## src/rtl/adam_boot_seq.sv

```systemverilog
// Boot and run-control sequencer: holds all targets paused after reset, resumes the
// bootstrap-enabled ones in index order, then serves single-target pause/resume commands.
module adam_boot_seq #(
    parameter int unsigned              ADDR_WIDTH     = 32,
    parameter int unsigned              NO_TARGETS     = 4,
    parameter logic [NO_TARGETS-1:0]    EN_BOOTSTRAP   = 4'b0011,
    parameter logic [ADDR_WIDTH-1:0]    RST_BOOT_ADDR  = '0,
    parameter int unsigned              SETTLE_CYCLES  = 5,
    parameter int unsigned              TIMEOUT_CYCLES = 256,
    parameter int unsigned              TW = (NO_TARGETS > 1) ? $clog2(NO_TARGETS) : 1
) (
    input  logic                             clk_i,
    input  logic                             rst_ni,
    output logic [NO_TARGETS-1:0]            pause_req_o,
    input  logic [NO_TARGETS-1:0]            pause_ack_i,
    output logic [NO_TARGETS*ADDR_WIDTH-1:0] boot_addr_o,
    input  logic                             cmd_valid_i,
    output logic                             cmd_ready_o,
    input  logic [TW-1:0]                    cmd_target_i,
    input  logic                             cmd_pause_i,
    input  logic [ADDR_WIDTH-1:0]            cmd_addr_i,
    output logic                             busy_o,
    output logic                             boot_done_o,
    output logic                             err_o,
    output logic [TW-1:0]                    err_target_o
);

    localparam int unsigned CntMax = (SETTLE_CYCLES > TIMEOUT_CYCLES) ? SETTLE_CYCLES
                                                                      : TIMEOUT_CYCLES;
    localparam int unsigned CW     = $clog2(CntMax + 1);

    localparam logic [CW-1:0] SettleLast  = CW'(SETTLE_CYCLES - 1);
    localparam logic [CW-1:0] TimeoutLast = CW'(TIMEOUT_CYCLES - 1);
    localparam logic [TW-1:0] LastIdx     = TW'(NO_TARGETS - 1);

    typedef enum logic [2:0] {
        StResetWait,
        StBootScan,
        StBootWait,
        StIdle,
        StCmdWait
    } state_e;

    state_e                           state_q;
    logic [TW-1:0]                    idx_q;
    logic [CW-1:0]                    cnt_q;
    logic [NO_TARGETS-1:0]            pause_req_q;
    logic [NO_TARGETS*ADDR_WIDTH-1:0] boot_addr_q;
    logic                             boot_done_q;
    logic                             err_q;
    logic [TW-1:0]                    err_target_q;

    logic ack_match;
    logic timeout;
    logic cmd_in_range;

    assign ack_match    = (pause_ack_i[idx_q] == pause_req_q[idx_q]);
    assign timeout      = (cnt_q == TimeoutLast);
    assign cmd_in_range = ({1'b0, cmd_target_i} < (TW + 1)'(NO_TARGETS));

    always_ff @(posedge clk_i) begin
        if (!rst_ni) begin
            state_q      <= StResetWait;
            idx_q        <= '0;
            cnt_q        <= '0;
            pause_req_q  <= '1;
            boot_addr_q  <= {NO_TARGETS{RST_BOOT_ADDR}};
            boot_done_q  <= 1'b0;
            err_q        <= 1'b0;
            err_target_q <= '0;
        end else begin
            case (state_q)
                StResetWait: begin
                    if (cnt_q == SettleLast) begin
                        state_q <= StBootScan;
                        idx_q   <= '0;
                        cnt_q   <= '0;
                    end else begin
                        cnt_q <= cnt_q + 1'b1;
                    end
                end

                StBootScan: begin
                    if (EN_BOOTSTRAP[idx_q]) begin
                        pause_req_q[idx_q] <= 1'b0;
                        cnt_q              <= '0;
                        state_q            <= StBootWait;
                    end else if (idx_q == LastIdx) begin
                        state_q     <= StIdle;
                        boot_done_q <= 1'b1;
                    end else begin
                        idx_q <= idx_q + 1'b1;
                    end
                end

                StBootWait: begin
                    // A timeout still advances the scan; the request stays as driven.
                    if (ack_match || timeout) begin
                        if (!ack_match) begin
                            err_q        <= 1'b1;
                            err_target_q <= idx_q;
                        end
                        if (idx_q == LastIdx) begin
                            state_q     <= StIdle;
                            boot_done_q <= 1'b1;
                        end else begin
                            state_q <= StBootScan;
                            idx_q   <= idx_q + 1'b1;
                        end
                    end else begin
                        cnt_q <= cnt_q + 1'b1;
                    end
                end

                StIdle: begin
                    if (cmd_valid_i) begin
                        if (!cmd_in_range) begin
                            err_q        <= 1'b1;
                            err_target_q <= cmd_target_i;
                        end else begin
                            if (cmd_pause_i) begin
                                pause_req_q[cmd_target_i] <= 1'b1;
                            end else begin
                                pause_req_q[cmd_target_i]                         <= 1'b0;
                                boot_addr_q[cmd_target_i*ADDR_WIDTH +: ADDR_WIDTH] <= cmd_addr_i;
                            end
                            idx_q   <= cmd_target_i;
                            cnt_q   <= '0;
                            state_q <= StCmdWait;
                        end
                    end
                end

                StCmdWait: begin
                    if (ack_match || timeout) begin
                        if (!ack_match) begin
                            err_q        <= 1'b1;
                            err_target_q <= idx_q;
                        end
                        state_q <= StIdle;
                    end else begin
                        cnt_q <= cnt_q + 1'b1;
                    end
                end

                default: state_q <= StResetWait;
            endcase
        end
    end

    assign pause_req_o  = pause_req_q;
    assign boot_addr_o  = boot_addr_q;
    assign cmd_ready_o  = (state_q == StIdle);
    assign busy_o       = (state_q != StIdle);
    assign boot_done_o  = boot_done_q;
    assign err_o        = err_q;
    assign err_target_o = err_target_q;

endmodule

```

## config.mk

```make
export PLATFORM = sky130hd
export DESIGN_NAME = adam_boot_seq
export DESIGN_NICKNAME = d
export VERILOG_FILES = /design/src/rtl/adam_boot_seq.sv
export SDC_FILE = /design/constraint.sdc
export NUM_CORES = 1
export LEC_CHECK = 0
export BUFFER_PORTS_ARGS = -buffer_cell sky130_fd_sc_hd__buf_4
export CAP_MARGIN = 20
export CORE_MARGIN = 2
export CORE_UTILIZATION = 47
export DETAILED_ROUTE_END_ITERATION = 10
export PLACE_DENSITY_LB_ADDON = 0.12
export REMOVE_ABC_BUFFERS = 1
export SLEW_MARGIN = 20
export SYNTH_ARGS = -nofsm -noshare
export SYNTH_HDL_FRONTEND = slang
export SYNTH_SLANG_ARGS = --single-unit
```

## constraint.sdc

```tcl
create_clock -name clk_i -period 2.5 [get_ports clk_i]
set_clock_uncertainty 0.1 [all_clocks]
set_input_delay 0.25 -clock clk_i [delete_from_list [all_inputs] [get_ports clk_i]]
set_output_delay 0.25 -clock clk_i [all_outputs]
set_load 0.05 [all_outputs]
```

# After elaboration in Yosys (flattened, before gate mapping)
# Index checks and enable logic that the tools add are counted.
[op_classes]
n_eq_ne = 17
n_shift = 2
n_addsub = 3
n_reduce_logical = 16
muxes = 38
order_cmp = 4
n_bitwise = 7
[ops]
columns = ["op", "count"]
rows = [
  ["128-bit bitwise mux", 1],
  ["32-bit by 34-bit variable shift with 128-bit output (first input constant)", 1],
  ["32-bit by 34-bit variable part select with 128-bit output", 1],
  ["9-bit 2-to-1 mux", 4],
  ["9-bit one-hot mux with 4 select lines", 1],
  ["7-bit negator with 34-bit output", 1],
  ["3-bit 2-to-1 mux", 6],
  ["3-bit one-hot mux with 5 select lines", 1],
  ["2-bit != test (second input constant)", 7],
  ["2-bit 2-to-1 mux", 6],
  ["4-bit 2-to-1 mux", 3],
  ["3-bit AND reduction", 4],
  ["5-bit AND reduction", 2],
  ["9-bit by 1-bit adder with 9-bit output (second input constant)", 1],
  ["9-bit by 3-bit equality test with 1-bit output (second input constant)", 1],
  ["9-bit by 8-bit equality test with 1-bit output (second input constant)", 1],
  ["4-bit bitwise AND", 2],
  ["1-bit 2-to-1 mux", 8],
  ["4-bit NOT", 2],
  ["2-bit one-hot mux with 4 select lines", 1],
  ["4-bit one-hot mux with 2 select lines", 1],
  ["4-bit nonzero test", 2],
  ["1-bit binary-select mux with 2-bit select", 3],
  ["3-bit by 2-bit equality test with 1-bit output (second input constant)", 2],
  ["19 further kinds", 25],
]
[word_totals]
out_inout_bits = 138
reg_bits = 150
word_cells = 95

# Longest topological paths before layout
[logic_depth]
depth_word = 9
mapped_depth = 11
mapped_depth_nobuf = 10

# Worst setup path before layout
# OpenSTA, ideal clock, no wires.
[synth_path]
kind = "flip-flop to flip-flop"
from = "reg cnt_q[0]"
to = "reg cnt_q[3]"
t_arrival_ns = 2.287
n_path_buf = 1
path_stages_with_launch = 12
path_slack_ns = -0.004
required_ns = 2.283
cell_sequence = "dfxtp_1 -> ha_1 -> and3_1 -> and3_1 -> and3_1 -> ha_1 -> maj3_1 -> nor2_1 -> o32a_4 -> buf_6 -> o21ai_0 -> a32o_1"
[synth_via]
elab_chain_len = 4
elab_cells_between_ends = 9
cone_classes = "1 x add/sub; 3 x eq/ne; 3 x mux; 2 x reduce/logical"
[synth_rtl]
columns = ["element", "line", "rtl"]
rows = [
  ["start, declared", "46", "logic [CW-1:0] cnt_q;"],
  ["start signal, assigned", "79", "cnt_q <= cnt_q + 1'b1;"],
  ["start signal, assigned", "111", "cnt_q <= cnt_q + 1'b1;"],
  ["start signal, assigned", "142", "cnt_q <= cnt_q + 1'b1;"],
  ["parallel branches: the longest is 4 deep, another holds 9-bit by 1-bit adder with 9-bit output", "--", ""],
]
# Several ways; the timed one is not identified. The select of a mux whose other input is x is not followed.
# A chain may end at the register's enable or synchronous reset.

# Worst setup path after layout
[layout_path]
from = "reg cnt_q[0]"
to = "reg state_q[0]"
[layout_via]
elab_chain_len = 4
elab_cells_between_ends = 7
cone_classes = "5 x eq/ne; 2 x reduce/logical"
[layout_rtl]
columns = ["element", "line", "rtl"]
rows = [
  ["9-bit by 8-bit equality test with 1-bit output", "58", "assign timeout = (cnt_q == TimeoutLast);"],
  ["1-bit logical OR", "98, 135", ""],
  ["2-bit != test (no line)", "--", ""],
  ["5-bit AND reduction (no line) (*)", "--", ""],
  ["end signal, assigned", "63", "state_q <= StResetWait;"],
  ["end signal, assigned", "104", "state_q <= StIdle;"],
  ["end signal, assigned", "140", "state_q <= StIdle;"],
  ["end, declared", "44", "state_e state_q;"],
]
# Mark *: on every way between the ends. The rest lies on a longest branch, timed or not.

==> flow_summary.json <==
{
  "final-seq-area_um2": 3000,
  "vias_per_cell": 5.61,
  "finalSetupTns_ps": 0,
  "layout_common_cells": "buf_4, dfxtp_1, nand2_1, nand3_1, a21oi_1",
  "core_area_um2": 12700,
  "synth_edf_count": 0,
  "cp.arrival_ps": 2640,
  "power_frac_seq_pct": 44.5,
  "die-height_um": 119,
  "gp_congestion": 0.881,
  "worstPathRequired_ps": 2710,
  "grt-busiest-layer": "met2",
  "slew_headroom_pct": 68.8,
  "cts.sinks": 150,
  "cts_tree": "yes",
  "outcome": "finished clean",
  "leakage_nw": 3.42,
  "finalSetupViolCount": 0,
  "drt_iter0_drc": 625,
  "cts.clk_slew.worst_paths_ps": 60,
  "hold_ws_ps": 15.2,
  "io_buffers": 179,
  "rows": 41,
  "finalMaxSlewViolations": 0,
  "period_share_pct": 97.3,
  "synth_top_area_share_pct": 48.5,
  "sw_frac_of_total_pct": 22.8,
  "first_pass_iters": 6,
  "grt_pass1_vias": 5874,
  "grt_pass1_wl_um": 31000,
  "die_area_um2": 14100,
  "hp-class": "in2reg",
  "use_met2_pct": 47.4,
  "cts_max_level": 4,
  "fmax_mhz": 411,
  "min_period_ps": 2430,
  "grt_start_max_net_pins": 76,
  "intPower_mw": 4.19,
  "pwr-share-comb_pct": 6.9,
  "ys_types": 46,
  "yosys.area.top_type": "dfxtp_1",
  "finalWirelength_um": 19600,
  "vdd_drop_max_mv": 0.353,
  "start_util_pct": 48.6,
  "ys_ff_latch": 150,
  "final_common_cell": "buf_4",
  "io_pins": 180,
  "startpoint_type": "flip-flop",
  "yosys_warnings": 0,
  "clock_power_share_pct": 48.6,
  "layout-drive-gt1-share_pct": 28.6,
  "synthArstFlopShare_pct": 0,
  "fill_cells": 1066,
  "grt_remaining_overflow": 0,
  "syn_area_um2": 6190,
  "drc": 0,
  "multi_input_area_um2": 2960,
  "antenna_found_initial": 0,
  "hold_viol": 0,
  "area_growth_pct": 37.7,
  "syn_area_per_cell_um2": 8.16,
  "synth_ff_type": "dfxtp_1",
  "worst_pin_slew_ps": 461,
  "use_met3_pct": 7.14,
  "criticalPathCategory": "reg2reg",
  "use_met1_pct": 33.7,
  "vias": 6261,
  "syn_inst": 758,
  "worst_setup_path_end_kind": "flip-flop",
  "critPathMaxFanout": 6,
  "clockRootBuffer": "clkbuf_16",
  "maxCapViolations": 0,
  "wire_per_inst_um": 17.5,
  "diodes": 0,
  "die_x_um": 119,
  "power_density_nw_per_um2": 638,
  "nNetsFinal": 990,
  "clockBufferDepth": 2,
  "postRouteAntennaNets": 0,
  "clock_latency_ps": 430,
  "seq_area_frac_synth_pct": 48.5,
  "cts_made_buffers": 17,
  "place_hpwl_um": 12700,
  "grt_use_total_pct": 27.8,
  "synth.top_cells.by_area": "dfxtp_1, a21oi_1, nand3_1",
  "power.switching_mw": 1.24
}
sequential cells by signal (all words and copies together) (netlist names), named ones only:
| name | flops |
|---|---|
| idx_q | 2 |
| err_target_o | 2 |
| err_o | 1 |
| boot_addr_o | 128 |
| cnt_q | 9 |
| boot_done_o | 1 |
| state_q | 3 |
repair_timing:
| item | 4_1_cts | 5_1_grt |
|---|---|---|
| endpoints found under the hold margin | 4 | 0 |
| setup endpoints to repair | 10 | 11 |
| pin swaps | 5 | 2 |
| setup buffers | 1 | 1 |
| cloned | 1 | 0 |
| resized for setup | 9 | 4 |
| hold buffers | 4 | 0 |
area by class of cell:
type	count	area share, %
repair buffers	217	19.7
multi-input cells	535	34.8
clock buffers	20	5.48
clock inverters	12	1.76
well taps	172	2.53
inverters	11	0.514
flip-flops and latches	150	35.3
power by group through the flow:
stage                     combinational (mW)  clock [mW]  sequential (mW)
after CTS                              0.360        2.69             2.42
after detailed placement               0.347           0             2.47
after floorplan                        0.157           0             2.47
after global routing                   0.401        2.78             2.42
final                                  0.373        2.64             2.42
after global placement                 0.336           0             2.46
logic make-up after synthesis:
family / after synthesis / synth area share [%]
simple gates: 333 / 25.4
compound gates: 170 / 15.3
flops: 150 / 48.5
buf+inv: 74 / 4.97
fa+ha+maj: 17 / 3.40
mux: 9 / 1.70
xor+xnor: 5 / 0.708
synth_stat cells, types with 2 or more instances:
cell / instances
nor4b_1: 2
a32o_1: 6
and3_1: 8
nand3_1: 137
or2b_1: 2
nand3b_1: 3
ha_1: 16
clkbuf_1: 43
nor3_1: 4
buf_2: 18
nor3b_1: 10
nor2_1: 10
mux2i_1: 6
a31oi_1: 2
a21oi_1: 137
dfxtp_1: 150
o21ai_0: 14
nand2_1: 144
nand2b_1: 2
nor2b_1: 2
a21o_1: 3
and2_1: 4
xor2_1: 4
inv_1: 9
per-stage QoR:
| stage | std cells | area [µm²] | utilization (%) | power (mW) | setup slack (ps) |
|---|---|---|---|---|---|
| after floorplan | 695 | 5920 | - | 2.63 | -591 |
| after global placement | 1078 | 7780 | 61.2 | 2.80 | -40.5 |
| after detailed placement | 1078 | 7780 | 61.2 | 2.81 | -117 |
| after CTS | 1116 | 8500 | 66.8 | 5.47 | 41.3 |
| after global routing | 1117 | 8520 | 66.9 | 5.60 | -14.1 |
| final | 1117 | 8520 | 66.9 | 5.43 | 67.7 |
worst paths after layout:
| check | start | endpoint | slack [ps] | depth (start not counted) |
|---|---|---|---|---|
| setup / recovery | cnt_q[0] | state_q[0] | 70 | 10 |
| hold / removal | cmd_addr_i[17] | boot_addr_o[113] | 20 | 3 |
| setup reg to reg | cnt_q[0] | state_q[0] | 70 | 10 |
| hold reg to reg | boot_addr_o[123] | boot_addr_o[123] | 350 | 2 |
per-layer routing:
| layer | vias up | routed length (µm) | share of wire (%) |
|---|---|---|---|
| met5 | - | 0 | 0 |
| met4 | 0 | 432 | 2.2 |
| met3 | 34 | 1690 | 8.6 |
| met2 | 302 | 9620 | 49 |
| met1 | 2960 | 7840 | 40 |
| li1 | 2965 | - | - |
critical path, cell delays in order (launching register included):
cell     delay, ps
dfxtp_2        340
ha_4           170
and3_4         180
and3_4         180
and3_1         180
ha_2           180
maj3_2         330
nor2_4         120
o32a_4         200
or2b_1         230
o311a_1        110
Power figures use the tool's default switching activity.
